--- config.mk ---
export PLATFORM = sky130hd
export DESIGN_NAME = fifo_wr_arbiter
export DESIGN_NICKNAME = d
export VERILOG_FILES = /design/src/rtl/fifo_wr_arbiter.sv
export SDC_FILE = /design/constraint.sdc
export NUM_CORES = 1
export LEC_CHECK = 0
export ABC_AREA = 1
export ABC_CLOCK_PERIOD_IN_PS = 2500
export CAP_MARGIN = 40
export CORE_ASPECT_RATIO = 1.5
export CORE_UTILIZATION = 25
export CTS_CLUSTER_SIZE = 20
export DETAILED_ROUTE_END_ITERATION = 12
export PLACE_DENSITY = 0.46
export SETUP_SLACK_MARGIN = 0.4
export SLEW_MARGIN = 20
export SYNTH_ARGS = -nofsm -noshare
export SYNTH_HDL_FRONTEND = slang
export SYNTH_SLANG_ARGS = --single-unit
--- constraint.sdc ---
create_clock -name clk -period 2.5 [get_ports clk]
set_input_delay 0.75 -clock clk [delete_from_list [all_inputs] [get_ports clk]]
set_output_delay 0.75 -clock clk [all_outputs]
set_load 0.005 [all_outputs]
--- src/rtl/fifo_wr_arbiter.sv ---
// Write-side arbiter sharing one FIFO write port between two producers:
// round-robin with bounded bursts, occupancy-gated grants, registered write.
//
// state  | meaning
// IDLE   | no burst owner; ties go to the producer that did not win last
// BURST0 | producer 0 owns the port until it drops, stalls out or hits MAX_BURST
// BURST1 | producer 1 owns the port, same rules mirrored
module fifo_wr_arbiter #(
    parameter int DATA_WIDTH = 8,
    parameter int DEPTH      = 8,
    parameter int CNT_WIDTH  = 4,
    parameter int MAX_BURST  = 4
) (
    input  logic                  clk,
    input  logic                  reset_n,
    input  logic                  req0,
    input  logic [DATA_WIDTH-1:0] din0,
    output logic                  gnt0,
    input  logic                  req1,
    input  logic [DATA_WIDTH-1:0] din1,
    output logic                  gnt1,
    input  logic [CNT_WIDTH-1:0]  data_count,
    output logic                  wr_en,
    output logic [DATA_WIDTH-1:0] wr_data,
    output logic [7:0]            stall_cnt
);

    localparam int BW = $clog2(MAX_BURST + 1);
    localparam logic [BW-1:0]      MAX_B   = BW'(MAX_BURST);
    localparam logic [BW-1:0]      ONE_B   = BW'(1);
    localparam logic [CNT_WIDTH:0] DEPTH_C = (CNT_WIDTH+1)'(DEPTH);

    typedef enum logic [1:0] {IDLE, BURST0, BURST1} state_t;

    state_t                state_q, state_d;
    logic [BW-1:0]         beat_q, beat_d;
    logic                  last_q, last_d;
    logic                  wr_en_q, wr_en_d;
    logic [DATA_WIDTH-1:0] wr_data_q, wr_data_d;
    logic [7:0]            stall_q, stall_d;

    logic                  g0, g1;
    logic [CNT_WIDTH:0]    fill;
    logic                  space;

    // The registered write is still in flight, so it counts against free space.
    assign fill  = {1'b0, data_count} + {{CNT_WIDTH{1'b0}}, wr_en_q};
    assign space = fill < DEPTH_C;

    always_comb begin
        state_d = state_q;
        beat_d  = beat_q;
        last_d  = last_q;
        g0      = 1'b0;
        g1      = 1'b0;
        case (state_q)
            IDLE: begin
                if (space) begin
                    if (req0 && (!req1 || last_q)) begin
                        g0      = 1'b1;
                        state_d = BURST0;
                        beat_d  = ONE_B;
                        last_d  = 1'b0;
                    end else if (req1) begin
                        g1      = 1'b1;
                        state_d = BURST1;
                        beat_d  = ONE_B;
                        last_d  = 1'b1;
                    end
                end
            end
            BURST0: begin
                if (space) begin
                    if (req0 && (beat_q < MAX_B || !req1)) begin
                        g0 = 1'b1;
                        if (beat_q < MAX_B) beat_d = beat_q + ONE_B;
                    end else if (req1) begin
                        g1      = 1'b1;
                        state_d = BURST1;
                        beat_d  = ONE_B;
                        last_d  = 1'b1;
                    end else begin
                        state_d = IDLE;
                        beat_d  = '0;
                    end
                end
            end
            BURST1: begin
                if (space) begin
                    if (req1 && (beat_q < MAX_B || !req0)) begin
                        g1 = 1'b1;
                        if (beat_q < MAX_B) beat_d = beat_q + ONE_B;
                    end else if (req0) begin
                        g0      = 1'b1;
                        state_d = BURST0;
                        beat_d  = ONE_B;
                        last_d  = 1'b0;
                    end else begin
                        state_d = IDLE;
                        beat_d  = '0;
                    end
                end
            end
            default: begin
                state_d = IDLE;
                beat_d  = '0;
            end
        endcase
    end

    // Grants are forced low for the whole time reset is asserted.
    assign gnt0 = g0 & reset_n;
    assign gnt1 = g1 & reset_n;

    always_comb begin
        wr_en_d   = gnt0 | gnt1;
        wr_data_d = wr_data_q;
        if (gnt0)      wr_data_d = din0;
        else if (gnt1) wr_data_d = din1;
        stall_d = stall_q;
        if ((req0 || req1) && !space && stall_q != 8'hFF) stall_d = stall_q + 8'd1;
    end

    always_ff @(posedge clk or negedge reset_n) begin
        if (!reset_n) begin
            state_q   <= IDLE;
            beat_q    <= '0;
            last_q    <= 1'b1;
            wr_en_q   <= 1'b0;
            wr_data_q <= '0;
            stall_q   <= '0;
        end else begin
            state_q   <= state_d;
            beat_q    <= beat_d;
            last_q    <= last_d;
            wr_en_q   <= wr_en_d;
            wr_data_q <= wr_data_d;
            stall_q   <= stall_d;
        end
    end

    assign wr_en     = wr_en_q;
    assign wr_data   = wr_data_q;
    assign stall_cnt = stall_q;

endmodule

# After elaboration in Yosys (flattened, before gate mapping)
# Index checks and enable logic that the tools add are counted.
# totals
regBits	23
latchBits	0
ram_bits	0
mem_bits_ro	0
out_inout_bits	19
word_cells	90
mem_count	0
# classes
n_addsub	3
mul	0
div_mod_pow	0
order_cmp	2
n_eq_ne	10
shift	0
muxes	48
bitwise	3
reduce_logical	18
# op_table
op	n
1-bit two-way mux	25
3-bit two-way mux	8
2-bit two-way mux	8
8-bit two-way mux	2
2-bit inequality test, second input constant	6
1-bit case mux with 3 select lines	3
3-bit case mux with 3 select lines	1
8-bit by 1-bit adder with 8-bit output, second input constant	1
8-bit inequality test, second input constant	1
7-bit AND reduction	1
2-bit case mux with 3 select lines	1
6-bit AND reduction	1
4-bit by 1-bit adder with 5-bit output	1
1-bit logical AND	5
5-bit by 4-bit less-than comparator with 1-bit output, second input constant	1
1-bit logical OR	4
4-bit AND reduction	1
3-bit by 1-bit adder with 3-bit output, second input constant	1
1-bit logical NOT	3
3-bit less-than comparator, second input constant	1
3-bit inequality test, second input constant	1
3-bit nonzero test	1
1-bit AND	2
2-bit by 1-bit == test with 1-bit output, second input constant	1
other kinds (4)	4

# Longest topological paths before layout
# Gate-level depths: netlist (run 1).
# depth
ltp_word	9
depth_mapped	12
ltp_nobuf	12

# Least setup slack after synthesis (run 1)
# Ideal clock, no wire load.
# synth_path
path_type	input to output
start	input req1
end	output gnt0
t_arrival_ns	1.488
setup_slack_ns	0.262
cell_stages	7
n_path_buf	2
path_cell_list	buf_6 nand2_1 nand3_1 nand3_4 nand2_8 buf_8 inv_1
# synth_via
elab_chain_len	7
word_cells_on_any_way	14
cone_classes	mux (7); bitwise (1); reduce/logical (6)
# synth_lines
element	line_no	text
start: declaration	19	input logic req1,
1-bit logical NOT	59, 74	
1-bit logical OR (on tied branches)	74, 59	
1-bit logical AND (on tied branches)	74, 59	
1-bit two-way mux (on tied branches)	74, 59	
1-bit two-way mux (on tied branches)	73, 58	
1-bit case mux with 3 select lines (*)	56	case (state_q)
1-bit AND (*)	112	assign gnt0 = g0 & reset_n;
end: declaration	18	output logic gnt0,
# Mark *: on every way between the ends. The rest lies on a longest branch, timed or not.

# Worst setup path in the final report (run 1)
# layout_path
start	register state_q[1]
end	output gnt0
# layout_via
elab_chain_len	3
word_cells_on_any_way	5
cone_classes	eq/ne (2); mux (1); bitwise (1); reduce/logical (1)
# layout_lines
element	line_no	text
start: declaration	35	state_t state_q, state_d;
start signal: assignment	133	state_q <= state_d;
2-bit == test (tied with other cells)	56	
1-bit case mux with 3 select lines (*)	56	
1-bit AND (*)	112	
# Marks and branches as above.

==> qor.yml, run 1 <==
status: "complete, no violations"
relSlewSlack_pct: 79.2
antenna_found_initial: 0
io_buffers: 42
grt_pass1_wl_microns: 6810
register_area_sq_um: 579
ys_ff_latch: 23
p_leak_nw: 1.22
finalCritPeriodShare_pct: 90.5
ant_nets: 0
clkTransAtPathRegs_ns: 0.10
cts_sinks: 23
synth_top_area_share_pct: 35.0
insertion_delay_ns: 0.27
hold_buffers: 0
cts_tree: "done"
io_pins: 43
place_area_sq_mm: 0.00219
synth_top_area_cell: "dfrtp_1"
hold_class: "reg -> reg"
nFillCells: 645
max_stage_delay_ns: 0.47
cts_made_buffers: 3
p_per_area_mw_per_mm2: 871
grt_setup_unrepaired: "true"
syn_avg_cell_area_sq_um: 7.49
core_sq_mm: 0.00609
clockBufferDepth: 2
wl_per_cell_microns: 11.9
pre_cts_ws_ns: -0.653
nNetsFinal: 311
cp_cell_sequence: "buf_6, ha_4, nand2_4, inv_2, nand2_2, nand3_4, nand2_8, inv_2, buf_6"
cp_num_buf_inv: 4
gr-usage-all-layers_pct: 13.5
place_hpwl_microns: 3100
critical_path_peak_fanout: 4
postSynthCellCount: 210
h-tree-depth: 1
synthDistinctLibCells: 23
r2r_slack_ns: 0.68
avgViaCountPerCell: 4.31
async_reset_ff_share_pct: 100
dr.pass1.iters: 4
rows: 35
max_freq_mhz: 442
finClkSkew_ns: 0.00549
dieArea_sq_mm: 0.00662
cts_root_buf: "clkbuf_8"
syn_area_sq_mm: 0.00157
synthToLayoutAreaGrowth_pct: 54.7
start_util_pct: 25.8
synth_edf_count: 0
place_congestion: 0.834
slew_viol_final: 0
grt_max_degree: 24
dr.first_iter.drc_count: 43
yosysWarningCount: 0
hold_viol_final: 0
fin_area_sq_mm: 0.00243
path_class: "reg -> out"
remaining_drc_errors: 0
antenna_cells: 0
ys.flop_type: "dfrtp_1"
whs_ns: 0.517
fin_crit_ns: 2.26
die_y_microns: 99.1
yosysSeqAreaShare_pct: 36.7
crit_arrival_ns: 1.51
synth_nets: 240
layout-drive-gt1-share_pct: 27.1
drt-total-wl_microns: 4220
grt_pass1_vias: 1536
synthTopCellsByArea: "dfrtp_1 35%, nand2_1 16%, nand3_1 10%"
crit_path_end_kind: "primary output"
required_ns: 1.75
multiInputGateArea_sq_um: 956
crit_path_start_kind: "flop"
grt-ovfl-total: 0
maxCapViolCount: 0
vias: 1525
crit_family: "flip-flops"
peakVddDrop_uv: 315
die_w_microns: 66.8
cp_slowest_cell: "dfrtp_2"
setup_viol: 0
tightest_slew_ns: 0.312
fin_ws_ns: 0.236
flip-flops by register name, indices dropped and copies added, names as in the netlist:
name,count
beat_q,3
last_q,1
stall_cnt,8
state_q,2
wr_data,8
wr_en,1
per-layer routing:
metal	GRT usage [%]	vias up	share of wire (%)
met3	2.29	8	2.7
met5	0	-	0
met4	5.89	0	3.0
met2	25.3	27	54
met1	14.2	691	40
li1	-	799	-
worst reg2reg max path, cell delays in order, from the launching register on:
cell	delay (ns)
dfrtp_2	0.47
buf_6	0.14
ha_4	0.17
buf_4	0.13
buf_4	0.14
nor2_1	0.09
nand2_1	0.05
nand2_1	0.08
nand2_1	0.12
nor2_1	0.22
nand2_1	0.08
nand2_1	0.07
cell type report:
cell class                 count  area share, %
multi-input combinational    153           39.3
timing repair buffer          70           26.3
sequential                    23           23.8
inverter                      30           4.84
tap                           74           3.81
clock buffer                   3           1.70
clock inverter                 1          0.206
worst paths after layout:
kind	startpoint	end	depth (start not counted)
worst max-delay path	state_q[1]	gnt0	9
max in group asynchronous	reset_n	last_q	2
worst min-delay path	wr_data[1]	wr_data[1]	2
min in group asynchronous	reset_n	stall_cnt[6]	2
worst min register to register	wr_data[1]	wr_data[1]	2
worst max register to register	state_q[1]	state_q[1]	11
cell families (layout without fill, tap and decap cells):
kind of cell | Yosys count | in the layout | synth area share, %
fa+ha+maj | 6 | 6 | 4.77
buf+inv | 34 | 104 | 9.86
simple gates | 129 | 129 | 41.1
compound gates | 13 | 13 | 4.77
xor+xnor | 5 | 5 | 2.78
flops | 23 | 23 | 36.7
repair_timing:
action	CTS	global route
pin swaps	9	13
setup endpoints to repair	16	2
setup buffers	8	4
gates cloned	0	0
gates resized for setup	48	20
through the flow:
step	utilization, %	TNS (ns)	power, W	cells
2_1_floorplan	-	0	0.00123	210
3_3_place_gp	35.9	-1.23	0.00172	338
3_5_place_dp	35.9	-1.23	0.00172	338
4_1_cts	38.3	0	0.00203	350
5_1_grt	40.0	0	0.00231	354
6_report	40.0	0	0.00212	354
Yosys cell counts, types with 2 or more instances:
library cell and n:
nand3b_1 9, nand2_2 3, dfrtp_1 22, ha_1 6, inv_1 30, xnor2_1 4, o21ai_0 5, nand2_4 3
nand3_1 32, nand2_1 67, nor2_1 10, buf_6 2, nand3_2 2, a21oi_1 6
placed cells by master (no fill, tap or decap), types with 8 or more instances in the layout:
cell and instances:
clkdlybuf4s50_1 33, nand2_1 59, inv_1 22, nand3_1 29, buf_4 25, nand3b_1 9
nand2_2 8, nor2_1 10, dfrtp_1 20
power breakdown:
group / switching [W] / internal, W / total [W] / leakage (nW)
clock network: 0.000139 / 0.000112 / 0.000251 / 0.0255
logic: 0.000570 / 0.000618 / 0.00119 / 0.900
registers: 0.000154 / 0.000527 / 0.000681 / 0.290
Note: power is estimated with default switching activity, not from simulation.
==> inputs of run 2 (changes only) <==
--- a/config.mk
+++ b/config.mk
@@ -12,6 +12,7 @@
 export CORE_UTILIZATION = 25
 export CTS_CLUSTER_SIZE = 20
 export DETAILED_ROUTE_END_ITERATION = 12
+export HOLD_SLACK_MARGIN = 0.12
 export PLACE_DENSITY = 0.46
 export SETUP_SLACK_MARGIN = 0.4
 export SLEW_MARGIN = 20
==> results of run 2 <==
The final DEF is identical to that of run 1; final timing and power are the same.
